<file path="src/rtl/exc_ctrl.sv">
// exc_ctrl: exception / interrupt / ERET sequencer sitting in front of CP0.
// Turns a commit-point request into one cycle of CP0 write strobes followed
// by one cycle of flush + fetch redirect, then returns to idle.
// Optional feature macro: EXC_STATS_EN (exception counter on exc_count).
module exc_ctrl #(
  parameter logic [31:0] EXC_VECTOR    = 32'h8000_0180,
  parameter logic [31:0] REFILL_VECTOR = 32'h8000_0000,
  parameter int unsigned NUM_INT       = 6
) (
  input  logic               clk,
  input  logic               res,
  input  logic               exc_valid,
  input  logic [4:0]         exc_code,
  input  logic [31:0]        exc_pc,
  input  logic               exc_bd,
  input  logic               exc_bva_valid,
  input  logic [31:0]        exc_badvaddr,
  input  logic               exc_refill,
  input  logic               eret,
  input  logic               commit_valid,
  input  logic [31:0]        commit_pc,
  input  logic               commit_bd,
  input  logic [NUM_INT-1:0] hw_int,
  input  logic [31:0]        cp0_status,
  input  logic [31:0]        cp0_cause,
  input  logic [31:0]        cp0_epc,
  output logic               exc_ready,
  output logic [31:0]        in_epc,
  output logic [31:0]        in_status,
  output logic [31:0]        in_cause,
  output logic [31:0]        in_badVAddr,
  output logic               we_epc,
  output logic               we_status,
  output logic               we_cause,
  output logic               we_badVAddr,
  output logic               flush,
  output logic               redirect,
  output logic [31:0]        redirect_pc,
  output logic               int_pending,
  output logic [31:0]        exc_count
);

  localparam int unsigned IPW      = 6;
  localparam int unsigned CODEW    = 5;
  localparam int unsigned XLEN     = 32;
  localparam logic [XLEN-1:0] EPC_ADJ  = XLEN'(4);
  localparam logic [XLEN-1:0] EXL_MASK = XLEN'(2);

  typedef enum logic [1:0] {
    IDLE     = 2'd0,
    COMMIT   = 2'd1,
    REDIRECT = 2'd2
  } state_t;

  state_t              state;
  logic                is_eret;     // sequence in flight is an ERET
  logic                use_refill;  // exception goes to the refill vector
  logic [NUM_INT-1:0]  ip_meta;
  logic [NUM_INT-1:0]  ip_sync;
  logic [IPW-1:0]      ip_ext;
  logic                status_ie;
  logic                status_exl;
  logic                take_trap;

  logic [CODEW-1:0]    ent_code;
  logic [XLEN-1:0]     ent_pc;
  logic                ent_bd;
  logic                ent_bva_valid;
  logic                ent_refill;
  logic [XLEN-1:0]     ent_badvaddr;
  logic [XLEN-1:0]     nxt_cause;
  logic [XLEN-1:0]     nxt_epc;

  assign status_ie  = cp0_status[0];
  assign status_exl = cp0_status[1];
  assign ip_ext     = IPW'(ip_sync);

  assign int_pending = (|(ip_ext & cp0_status[15:10])) & status_ie & ~status_exl;
  assign exc_ready   = (state == IDLE);

  // A synchronous exception wins over an interrupt; ERET is handled separately.
  assign take_trap = exc_valid | (int_pending & commit_valid);

  // Two-flop synchroniser for the asynchronous interrupt lines.
  always_ff @(posedge clk) begin
    if (res) begin
      ip_meta <= '0;
      ip_sync <= '0;
    end else begin
      ip_meta <= hw_int;
      ip_sync <= ip_meta;
    end
  end

  // Select the trap source fields: exception report, else interrupted commit.
  always_comb begin
    ent_code      = exc_code;
    ent_pc        = exc_pc;
    ent_bd        = exc_bd;
    ent_bva_valid = exc_bva_valid;
    ent_refill    = exc_refill;
    ent_badvaddr  = exc_badvaddr;
    if (!exc_valid) begin
      ent_code      = '0;
      ent_pc        = commit_pc;
      ent_bd        = commit_bd;
      ent_bva_valid = 1'b0;
      ent_refill    = 1'b0;
      ent_badvaddr  = '0;
    end
  end

  // Cause / EPC images for a trap; BD is not reported when EXL was already set.
  always_comb begin
    nxt_cause        = cp0_cause;
    nxt_cause[6:2]   = ent_code;
    nxt_cause[15:10] = ip_ext;
    nxt_cause[31]    = ent_bd & ~status_exl;
    nxt_epc          = ent_bd ? (ent_pc - EPC_ADJ) : ent_pc;
  end

  // Sequencer: strobes are registered on entry so they are valid in COMMIT.
  always_ff @(posedge clk) begin
    if (res) begin
      state       <= IDLE;
      is_eret     <= 1'b0;
      use_refill  <= 1'b0;
      we_epc      <= 1'b0;
      we_status   <= 1'b0;
      we_cause    <= 1'b0;
      we_badVAddr <= 1'b0;
      in_epc      <= '0;
      in_status   <= '0;
      in_cause    <= '0;
      in_badVAddr <= '0;
      flush       <= 1'b0;
      redirect    <= 1'b0;
      redirect_pc <= '0;
    end else begin
      we_epc      <= 1'b0;
      we_status   <= 1'b0;
      we_cause    <= 1'b0;
      we_badVAddr <= 1'b0;
      in_epc      <= '0;
      in_status   <= '0;
      in_cause    <= '0;
      in_badVAddr <= '0;
      flush       <= 1'b0;
      redirect    <= 1'b0;
      redirect_pc <= '0;
      case (state)
        IDLE: begin
          if (take_trap) begin
            state       <= COMMIT;
            is_eret     <= 1'b0;
            use_refill  <= ent_refill & ~status_exl;
            we_status   <= 1'b1;
            in_status   <= cp0_status | EXL_MASK;
            we_cause    <= 1'b1;
            in_cause    <= nxt_cause;
            we_epc      <= ~status_exl;
            in_epc      <= status_exl ? '0 : nxt_epc;
            we_badVAddr <= ent_bva_valid;
            in_badVAddr <= ent_bva_valid ? ent_badvaddr : '0;
          end else if (eret) begin
            state      <= COMMIT;
            is_eret    <= 1'b1;
            use_refill <= 1'b0;
            we_status  <= 1'b1;
            in_status  <= cp0_status & ~EXL_MASK;
          end
        end
        COMMIT: begin
          state    <= REDIRECT;
          flush    <= 1'b1;
          redirect <= 1'b1;
          if (is_eret) begin
            redirect_pc <= cp0_epc;
          end else begin
            redirect_pc <= use_refill ? REFILL_VECTOR : EXC_VECTOR;
          end
        end
        REDIRECT: begin
          state <= IDLE;
        end
        default: begin
          state <= IDLE;
        end
      endcase
    end
  end

`ifdef EXC_STATS_EN
  logic [XLEN-1:0] count_q;

  // Count traps (exceptions and interrupts) as they leave COMMIT.
  always_ff @(posedge clk) begin
    if (res) begin
      count_q <= '0;
    end else if ((state == COMMIT) && !is_eret) begin
      count_q <= count_q + XLEN'(1);
    end
  end

  assign exc_count = count_q;
`else
  assign exc_count = 32'd0;
`endif

endmodule

</file>
<file path="config.mk">
export PLATFORM = sky130hd
export DESIGN_NAME = exc_ctrl
export DESIGN_NICKNAME = d
export VERILOG_FILES = /design/src/rtl/exc_ctrl.sv
export SDC_FILE = /design/constraint.sdc
export NUM_CORES = 1
export LEC_CHECK = 0
export ABC_CLOCK_PERIOD_IN_PS = 8400
export CORE_AREA = 2 2 161 163
export CTS_CLUSTER_DIAMETER = 100
export CTS_CLUSTER_SIZE = 10
export DETAILED_ROUTE_END_ITERATION = 16
export DIE_AREA = 0 0 163 165
export PLACE_DENSITY = 0.67
export SYNTH_ARGS = -nofsm -noshare
export SYNTH_HDL_FRONTEND = slang
export SYNTH_SLANG_ARGS = --single-unit
</file>
<file path="constraint.sdc">
create_clock -name clk -period 8.4 [get_ports clk]
set_input_delay 1.68 -clock clk [delete_from_list [all_inputs] [get_ports clk]]
set_output_delay 1.68 -clock clk [all_outputs]
set_load 0.01 [all_outputs]
</file>
==> summary.md, run 1 <==
| Metric | Value |
|---|---|
| Status | `completed` |
| First-pass GRT wire length | `~31,000 um` |
| Synth Flop Type | `dfxtp_1` |
| Iter 0 DRT Violations | `220` |
| Routed WL per cell | `around 16 um` |
| Post-CTS Hold Buffers | `0` |
| Vias in the first global route | `~5,400` |
| Inserted Diodes | `0` |
| Post-synthesis average cell area | `10.4 sq um` |
| Fraction of registers with async set or reset after synthesis | `0%` |
| Non-Filler Instances | `1,320` |
| Final nets | `1,190` |
| Multi-input logic area | `about 0.0025 sq mm` |
| Cts bufs inserted | `17` |
| Slowest cell delay on critical path | `about 490 ps` |
| Crit path time final | `~4900 ps` |
| Peak VDD IR | `between 0.0001 and 0.00015 V` |
| DIE AREA | `~0.027 sq mm` |
| Critical path depth | `5` |
| Port bufs | `roughly 370` |
| Max_cap viols | `0` |
| RSZ-0062 raised after global routing | `no` |
| Placed Instances | `approximately 1,300` |
| Final Skew | `between 15 and 20 ps` |
| Setup crit start | `cp0_status[15]` |
| TritonCTS Sinks | `between 150 and 200` |
| Gpl congestion | `between 0.8 and 0.9` |
| Flops & latches, synth | `180` |
| Setup Buffers After CTS | `0` |
| Crit path to | `int_pending` |
| Static leakage | `4.40 nW` |
| Final hold violations | `0` |
| Clk buf depth | `2` |
| Ports | `412` |
| Synth Area in Compound Gates | `5.92%` |
| Post-DRT Antenna Nets | `0` |
| Area delta synth->final | `69.9%` |
| Power Total | `approximately 2.0 mW` |
| Worst-margin pin slew | `around 1000 ps` |
| Post_cts resized | `0` |
| Cell Area, Synth | `~0.0064 sq mm` |
| Max Slew Vio Count | `0` |
| Post-synth EDFFs | `0` |
| Worst hold path type | `flop to flop` |
| F_max | `about 210 MHz` |
| DRT Pass-1 Iters | `4` |
| TritonCTS clock tree | `yes` |
| Seq/Total Area, Yosys | `56.1%` |
| WHS | `438 ps` |
| DP HPWL | `16,900 um` |
| GRT Total Usage | `between 15 and 20%` |
| Remaining DRCs | `0` |
| Adder-Cell Fraction of Synth Area | `less than 1%` |
| Post-Syn Instances | `between 600 and 700` |
| Flop2flop setup slack | `6030 ps` |
| Site Rows | `58` |
| CP Data Arrival Time | `3170 ps` |
| Most frequent cells in the layout | `clkdlybuf4s50_1 (366), dfxtp_1 (180), and2_1 (90)` |
| Drt total wl | `~22,000 um` |
| Crit path max fanout | `2` |
| Buffers and inverters on the worst path | `2` |
| Placement Setup Slack | `roughly 3500 ps` |
| CP top delay family | `buffers and inverters` |
| Synth Warn # | `0` |
| Most common cell after layout, fill and taps aside | `clkdlybuf4s50_1` |
| Final setup fails | `0` |
| Vias post-DR | `approximately 5,700` |
| Via/cell ratio | `~4.3` |
| Largest net degree at the start of global routing | `57` |
| Worst Setup End Kind | `output port` |
| Mux cell area share after synthesis | `about 5.5%` |
| Clock Latency Late Sink | `around 420 ps` |
| Setup TNS | `0 ps` |
| Starting Density | `25.7%` |
| Die height | `about 170 um` |
| H-tree depth | `4` |
| Setup crit start kind | `primary input` |
| Slew HR | `32.2%` |
| Number of library cell types mapped by synthesis | `a little over 50` |
| Largest family of logic cells by synthesized area | `simple AND/OR/NAND/NOR gates` |
| Critical-path top delay cell | `clkdlybuf4s50_1` |
| Final worst slack | `between 3000 and 4000 ps` |
| Simple-gate share of the synthesized area | `a little under a quarter` |
| Crit path required time | `about 6700 ps` |
| Die W | `between 150 and 200 um` |
| Worst reg-to-reg path cell count | `6` |
| Setup CP Type | `primary input to output port` |
| RR Endpoint | `in_cause[31]$_SDFF_PP0_` |
| Most common cell on crit path | `clkdlybuf4s50_1` |
| Period utilization | `57.8%` |
| Initial antenna violation count | `0` |
| Critical Path, Cell by Cell | `clkdlybuf4s50_1 > a22oi_1 > nand3_1 > and3_1 > clkdlybuf4s50_1` |
| Share of cells above drive strength 1 | `5.35%` |
| PwrDens | `roughly 180 mW/mm^2` |
| Root buf cell | `clkbuf_16` |
| R2r startpoint | `state[1]$_SDFFE_PP0P_` |
| Filler cells | `roughly 2,400` |
| Worst-path clk slew | `about 60 ps` |
| Core footprint | `around 0.025 sq mm` |
| Overflow after GRT | `0` |
| Xor and xnor area share after synthesis | `just over 2%` |
| Register area | `~0.0036 sq mm` |
-- report_power, final --
group          leakage (nW)  total [mW]  switching [mW]  internal, mW
logic                  2.63       0.271           0.105         0.165
registers              1.47       0.896          0.0122         0.884
clock network         0.302       0.814           0.403         0.410
total                  4.40        1.98           0.521          1.46
-- sequential cells by signal, indices dropped and copies added, names as in the netlist --
name / cells
in_badVAddr: 32
in_cause: 32
in_epc: 32
in_status: 32
ip_ext: 6
ip_meta: 6
is_eret: 1
redirect: 1
redirect_pc: 32
state: 2
use_refill: 1
we_badVAddr: 1
we_epc: 1
we_status: 1
-- final cells by class --
class / count / share of cell area (%)
Clock buffer: 17 / 3.90
Clock inverter: 15 / 1.81
Multi-Input combinational cell: 399 / 23.3
Sequential cell: 180 / 33.0
Tap cell: 330 / 3.78
Timing Repair Buffer: 373 / 34.0
Inverter: 6 / 0.206
-- cells by family (layout without fill, tap and decap cells) --
family                   count (synthesis)  after routing
adder cells (fa/ha/maj)                  1              1
other                                    1             32
AO/OA/AOI/OAI                           57             57
flip-flops                             180            180
XOR/XNOR                                15             15
buffers and inverters                   70            411
AND/OR/NAND/NOR                        260            260
multiplexers                            34             34
-- cells in the mapped netlist (11+ instances only) --
cell type	instances	area, sq um
and3_1	41	257
buf_2	11	55.1
clkbuf_1	19	71.3
dfxtp_1	180	3600
nor3_1	30	150
and2_1	90	563
buf_4	34	255
nor2_1	37	139
xor2_1	12	105
a21oi_1	21	105
nor2b_1	12	75.1
mux2i_1	26	260
-- per-layer routing --
metal | GRT usage, % | routed length [um] | up-vias
met2 | 27.8 | 11100 | 264
met1 | 17.8 | 8730 | 2610
met4 | 4.06 | 271 | 0
met5 | 0 | 0 | -
met3 | 4.34 | 1610 | 18
li1 | - | - | 2758
-- worst min-delay path by stage --
stage	startpoint	end	slack, ps	cells after the start
after floorplan	ip_meta[0]$_SDFF_PP0_	ip_ext[0]$_SDFF_PP0_	410	1
after global placement	ip_meta[2]$_SDFF_PP0_	ip_ext[2]$_SDFF_PP0_	420	1
after detailed placement	ip_meta[4]$_SDFF_PP0_	ip_ext[4]$_SDFF_PP0_	420	1
after CTS	ip_meta[2]$_SDFF_PP0_	ip_ext[2]$_SDFF_PP0_	440	1
after global routing	ip_meta[3]$_SDFF_PP0_	ip_ext[3]$_SDFF_PP0_	460	1
final	ip_meta[2]$_SDFF_PP0_	ip_ext[2]$_SDFF_PP0_	440	1
-- metrics by stage --
stage / instance area (sq um) / util (%)
2_1_floorplan: 6540 / -
3_3_place_gp: 10300 / 41.1
3_5_place_dp: 10300 / 41.1
4_1_cts: 10900 / 43.6
5_1_grt: 10900 / 43.6
6_report: 10900 / 43.6
No activity file was read; power rests on OpenSTA's default activity.
==> inputs of run 2 (changes only) <==
==> config.mk (replaced) <==
export PLATFORM = sky130hd
export DESIGN_NAME = exc_ctrl
export DESIGN_NICKNAME = d
export VERILOG_FILES = /design/src/rtl/exc_ctrl.sv
export SDC_FILE = /design/constraint.sdc
export NUM_CORES = 1
export LEC_CHECK = 0
export ABC_CLOCK_PERIOD_IN_PS = 4900
export CORE_AREA = 2 2 158 160
export CTS_CLUSTER_DIAMETER = 100
export CTS_CLUSTER_SIZE = 10
export DETAILED_ROUTE_END_ITERATION = 16
export DIE_AREA = 0 0 160 162
export PLACE_DENSITY = 0.69
export SYNTH_ARGS = -nofsm -noshare
export SYNTH_HDL_FRONTEND = slang
export SYNTH_SLANG_ARGS = --single-unit
==> constraint.sdc (replaced) <==
create_clock -name clk -period 4.9 [get_ports clk]
set_input_delay 0.98 -clock clk [delete_from_list [all_inputs] [get_ports clk]]
set_output_delay 0.98 -clock clk [all_outputs]
set_load 0.01 [all_outputs]
==> run 2 against run 1 <==
Against the previous run:
- largest cell class unchanged
- cell count shrank 0.23%
- largest power group unchanged
- first-iteration DRC count grew 4.1%
- die area shrank 3.6%
==> summary.md, run 2 (same netlist as run 1, synthesis figures left out) <==
| Metric | Value |
|---|---|
| Die W | `160 um (-1.8%)` |
| Clk buf depth | `2 (unchanged)` |
| Worst reg-to-reg path cell count | `7 (+1)` |
| Setup TNS | `0 ps (unchanged)` |
| Setup Buffers After CTS | `0 (unchanged)` |
| Status | `completed` |
| Crit path time final | `between 3000 and 4000 ps` |
| Setup CP Type | `primary input to output port` |
| DRT Pass-1 Iters | `4 (unchanged)` |
| Site Rows | `57 (-1.7%)` |
| Period utilization | `between 70% and 80%` |
| Register area | `0.00360 sq mm (unchanged)` |
| Post_cts resized | `0 (unchanged)` |
| DP HPWL | `17,100 um (+1.0%)` |
| Final setup fails | `0 (unchanged)` |
| Final Skew | `20.0 ps (+1.83 ps)` |
| Crit path required time | `3920 ps (-2800 ps)` |
| First-pass GRT wire length | `32,100 um (+2.2%)` |
| Final hold violations | `0 (unchanged)` |
| Worst Setup End Kind | `output port` |
| Core footprint | `0.0241 sq mm (-3.7%)` |
| Post-CTS Hold Buffers | `0 (unchanged)` |
| F_max | `about 290 MHz` |
| Ports | `412 (unchanged)` |
| Vias post-DR | `5,705 (+0.97%)` |
| Worst hold path type | `flop to flop` |
| CP Data Arrival Time | `2480 ps (-690 ps)` |
| Max Slew Vio Count | `0 (unchanged)` |
| Clock Latency Late Sink | `430 ps (about the same)` |
| Most frequent cells in the layout | `clkdlybuf4s50_1 (366), dfxtp_1 (180), and2_1 (90)` |
| Via/cell ratio | `4.33 (+1.2%)` |
| Peak VDD IR | `0.000209 V (+49%)` |
| Worst-margin pin slew | `966 ps (-50.8 ps)` |
| TritonCTS Sinks | `180 (unchanged)` |
| Final nets | `1,193 (+0.25%)` |
| Cts bufs inserted | `17 (unchanged)` |
| DIE AREA | `0.0259 sq mm (-3.6%)` |
| Share of cells above drive strength 1 | `5.64% (+0.29 points)` |
| Slew HR | `35.0% (+2.8 points)` |
| Gpl congestion | `0.869 (+2.3%)` |
| Inserted Diodes | `0 (unchanged)` |
| TritonCTS clock tree | `yes` |
| Most common cell after layout, fill and taps aside | `clkdlybuf4s50_1` |
| Filler cells | `2,294 (-3.6%)` |
| Worst-path clk slew | `70 ps (about the same)` |
| Largest net degree at the start of global routing | `62 (+8.8%)` |
| Initial antenna violation count | `0 (unchanged)` |
| Static leakage | `4.42 nW (+0.54%)` |
| Crit path max fanout | `2 (unchanged)` |
| Root buf cell | `clkbuf_16` |
| Hold path depth | `1 (unchanged)` |
| Remaining DRCs | `0 (unchanged)` |
| Vias in the first global route | `5,603 (+4.2%)` |
| RSZ-0062 raised after global routing | `no` |
| PwrDens | `316 mW/mm^2 (+74%)` |
| Post-DRT Antenna Nets | `0 (unchanged)` |
| Max_cap viols | `0 (unchanged)` |
| Overflow after GRT | `0 (unchanged)` |
| Power Total | `3.46 mW (+75%)` |
| Iter 0 DRT Violations | `229 (+4.1%)` |
| Routed WL per cell | `16.5 um (+0.44%)` |
| Port bufs | `367 (unchanged)` |
| H-tree depth | `4 (unchanged)` |
| Setup crit start kind | `primary input` |
| Starting Density | `26.7% (+0.99 points)` |
| Multi-input logic area | `0.00254 sq mm (about the same)` |
| Area delta synth->final | `70.6%` |
| GRT Total Usage | `16.2% (+0.80 points)` |
| Drt total wl | `21,700 um (+0.21%)` |
| Die height | `162 um (-1.8%)` |
## run 2: worst paths after layout
path / from / end / slack [ps]
min: ip_meta[4]$_SDFF_PP0_ / ip_ext[4]$_SDFF_PP0_ / 450
max: cp0_status[15] / int_pending / 1440
min reg2reg: ip_meta[4]$_SDFF_PP0_ / ip_ext[4]$_SDFF_PP0_ / 450
max reg2reg: ip_ext[0]$_SDFF_PP0_ / in_epc[9]$_SDFF_PP0_ / 2450
## run 2: through the flow
stage / worst slack (ps) / util, % / cell area (sq um) / hold slack [ps] / cells
floorplan: 1680 / - / 6540 / 414 / 649
global placement: 1080 / 42.8 / 10300 / 418 / 1285
detailed placement: 1070 / 42.8 / 10300 / 428 / 1285
CTS: 1440 / 45.5 / 11000 / 451 / 1317
global route: 1240 / 45.5 / 11000 / 456 / 1317
finish: 1440 / 45.5 / 11000 / 448 / 1317
## run 2: layer usage
| metal | vias to the layer above | share of wire [%] | global-route usage, % |
|---|---|---|---|
| met1 | 2647 | 40 | 18.2 |
| met4 | 0 | 1.0 | 4.10 |
| met5 | - | 0 | 0 |
| met2 | 276 | 51 | 29.7 |
| met3 | 17 | 8.0 | 5.13 |
| li1 | 2765 | - | - |
## run 2: cell type report
cell class / instances / share of cell area, %
inverters: 6 / 0.205
multi-input cells: 399 / 23.2
repair buffers: 376 / 34.1
clock buffers: 17 / 3.88
flip-flops and latches: 180 / 32.9
well taps: 324 / 3.70
clock inverters: 15 / 2.05
## run 2: where the power goes
part	total, mW	internal [mW]	switching (mW)	leakage, nW
clock	1.45	0.757	0.698	0.312
combinational	0.468	0.286	0.182	2.64
sequential	1.54	1.52	0.0209	1.47
total	3.46	2.56	0.901	4.42
## run 2: worst max-delay path, cell delays in order
cell	delay (ps)
clkdlybuf4s50_1	420
a22oi_1	290
nand3_1	110
and3_1	190
clkdlybuf4s50_1	500
==> inputs of run 3 (changes only) <==
--- a/config.mk
+++ b/config.mk
@@ -5,7 +5,7 @@
 export SDC_FILE = /design/constraint.sdc
 export NUM_CORES = 1
 export LEC_CHECK = 0
-export ABC_CLOCK_PERIOD_IN_PS = 4900
+export ABC_CLOCK_PERIOD_IN_PS = 3300
 export CORE_AREA = 2 2 158 160
 export CTS_CLUSTER_DIAMETER = 100
 export CTS_CLUSTER_SIZE = 10
==> constraint.sdc (replaced) <==
create_clock -name clk -period 3.3 [get_ports clk]
set_input_delay 0.66 -clock clk [delete_from_list [all_inputs] [get_ports clk]]
set_output_delay 0.66 -clock clk [all_outputs]
set_load 0.01 [all_outputs]
==> run 3 against run 2 <==
Against the previous run:
- largest cell class unchanged
- clock skew down 1.1 ps
- clock power up 41%
- critical path type unchanged
- power up 45%
- global-route usage down 0.052 points
- clock-buffer cell count unchanged
==> summary.md, run 3 (same netlist as run 1, synthesis figures left out) <==
| Metric | Value |
|---|---|
| CP top delay family | `buffers and inverters` |
| DIE AREA | `0.0259 sq mm (unchanged)` |
| CP Data Arrival Time | `2230 ps (-250 ps)` |
| Critical Path, Cell by Cell | `clkdlybuf4s50_1 > a22oi_1 > nand3_1 > and3_1 > clkdlybuf4s50_1` |
| Clock Latency Late Sink | `430 ps (about the same)` |
| Ports | `412 (unchanged)` |
| Starting Density | `26.7% (unchanged)` |
| Crit path required time | `2640 ps (-1280 ps)` |
| RSZ-0062 raised after global routing | `no` |
| Crit path max fanout | `2 (unchanged)` |
| Cts bufs inserted | `17 (unchanged)` |
| Largest net degree at the start of global routing | `38 (-39%)` |
| Flop2flop setup slack | `1510 ps (-940 ps)` |
| Clk buf depth | `2 (unchanged)` |
| Die W | `160 um (unchanged)` |
| Iter 0 DRT Violations | `266 (+16%)` |
| Peak VDD IR | `0.000235 V (+13%)` |
| Setup Buffers After CTS | `0 (unchanged)` |
| Worst-margin pin slew | `874 ps (-92.2 ps)` |
| TritonCTS clock tree | `yes` |
| Critical path depth | `5 (unchanged)` |
| First-pass GRT wire length | `32,300 um (+0.45%)` |
| Met3 wire len | `1820 um (+4.7%)` |
| Filler cells | `2,263 (-1.4%)` |
| PwrDens | `457 mW/mm^2 (+45%)` |
| Via/cell ratio | `4.31 (-0.56%)` |
| Hold path depth | `1 (unchanged)` |
| Status | `completed` |
| Worst-path clk slew | `70 ps (about the same)` |
| RR Endpoint | `in_status[9]$_SDFF_PP0_` |
| Vias post-DR | `5,712 (+0.12%)` |
| Worst reg-to-reg path cell count | `6 (-1)` |
| Worst hold path type | `flop to flop` |
| R2r startpoint | `ip_ext[5]$_SDFF_PP0_` |
| Slowest cell delay on critical path | `510 ps (about the same)` |
| GRT Total Usage | `16.1% (-0.052 points)` |
| DRT Pass-1 Iters | `4 (unchanged)` |
| Remaining DRCs | `0 (unchanged)` |
| Placement Cell Area | `0.0104 sq mm (+0.70%)` |
| WHS Endpoint | `ip_ext[4]$_SDFF_PP0_` |
| Final setup fails | `0 (unchanged)` |
| Drt total wl | `21,500 um (-1.0%)` |
| Routed WL per cell | `16.2 um (-1.7%)` |
| Setup TNS | `0 ps (unchanged)` |
| Worst Hold Launch | `ip_meta[4]$_SDFF_PP0_` |
| WHS | `431 ps (-17.0 ps)` |
| Area delta synth->final | `71.0%` |
| Max Slew Vio Count | `0 (unchanged)` |
| Max_cap viols | `0 (unchanged)` |
| Die height | `162 um (unchanged)` |
| Post-Route M1 WL | `8520 um (-2.2%)` |
| Post-route cell area | `0.0110 sq mm (+0.25%)` |
| Worst Setup End Kind | `output port` |
| DR top layer | `met4` |
| Share of cells above drive strength 1 | `6.39% (+0.75 points)` |
| Core footprint | `0.0241 sq mm (unchanged)` |
| Most frequent cells in the layout | `clkdlybuf4s50_1 (366), dfxtp_1 (180), and2_1 (90)` |
| WL met2 | `10,900 um (-1.9%)` |
| Setup crit start kind | `primary input` |
| Final hold violations | `0 (unchanged)` |
| Overflow after GRT | `0 (unchanged)` |
| Gpl congestion | `0.884 (+1.7%)` |
| Buffers and inverters on the worst path | `2 (unchanged)` |
| Crit path time final | `between 2000 and 3000 ps` |
| Static leakage | `4.45 nW (+0.66%)` |
| TritonCTS Sinks | `180 (unchanged)` |
| Site Rows | `57 (unchanged)` |
| Critical-path top delay cell | `clkdlybuf4s50_1` |
| Slew HR | `41.6% (+6.6 points)` |
| Register area | `0.00360 sq mm (unchanged)` |
| Multi-input logic area | `0.00254 sq mm (unchanged)` |
| Initial antenna violation count | `0 (unchanged)` |
| Most common cell on crit path | `clkdlybuf4s50_1` |
| Final nets | `1,201 (+0.67%)` |
| Final Skew | `18.9 ps (-1.12 ps)` |
| Most common cell after layout, fill and taps aside | `clkdlybuf4s50_1` |
| DP HPWL | `17,000 um (-0.29%)` |
| Root buf cell | `clkbuf_16` |
| Port bufs | `367 (unchanged)` |
| Vias in the first global route | `5,460 (-2.6%)` |
| H-tree depth | `4 (unchanged)` |
| Setup CP Type | `primary input to output port` |
| F_max | `~350 MHz` |
| Post-DRT Antenna Nets | `0 (unchanged)` |
| Post_cts resized | `0 (unchanged)` |
| Period utilization | `around 88%` |
| Post-CTS Hold Buffers | `0 (unchanged)` |
run 3: cell count changes in the layout (fill, tap and decap cells not counted):
cell and delta:
clkinv_2 +1, buf_4 +7, diode_2 +1, clkinv_8 -2
inv_12 -1, bufinv_16 -1, buf_12 +1, clkinv_4 +2
inv_6 +1
run 3: worst max path at each step:
stage                               from                     to
after global placement         exc_valid  in_epc[18]$_SDFF_PP0_
after CTS                 cp0_status[15]            int_pending
final                     cp0_status[15]            int_pending
after detailed placement  cp0_status[15]            int_pending
after global routing      cp0_status[15]            int_pending
after floorplan                exc_valid  in_epc[28]$_SDFF_PP0_
run 3: stage by stage:
stage | total power [mW] | utilization, % | setup WS, ps | cells
after global routing | 5.23 | 45.6 | 381 | 1325
after detailed placement | 3.03 | 43.1 | 435 | 1293
after global placement | 3.03 | 43.1 | 459 | 1293
after floorplan | 2.60 | - | 396 | 649
final | 5.02 | 45.6 | 407 | 1326
after CTS | 5.09 | 45.6 | 424 | 1325
run 3: final cells by class:
cell class / count / area share, %
clock inverter: 15 / 1.62
multi-input combinational: 399 / 23.1
antenna: 1 / 0.0228
sequential: 180 / 32.8
timing repair buffer: 384 / 34.7
clock buffer: 17 / 3.87
tap: 324 / 3.69
inverter: 6 / 0.205
run 3: layer usage:
layer / vias up / global-route usage (%)
li1: 2780 / -
met1: 2627 / 18.4
met2: 283 / 29.0
met3: 22 / 5.16
met4: 0 / 4.71
met5: - / 0
run 3: where the power goes:
| group | internal [mW] | leakage (nW) | switching (mW) | total (mW) |
|---|---|---|---|---|
| logic | 0.430 | 2.69 | 0.272 | 0.701 |
| registers | 2.25 | 1.47 | 0.0299 | 2.28 |
| clock network | 1.03 | 0.294 | 1.01 | 2.04 |
| total | 3.71 | 4.45 | 1.31 | 5.02 |
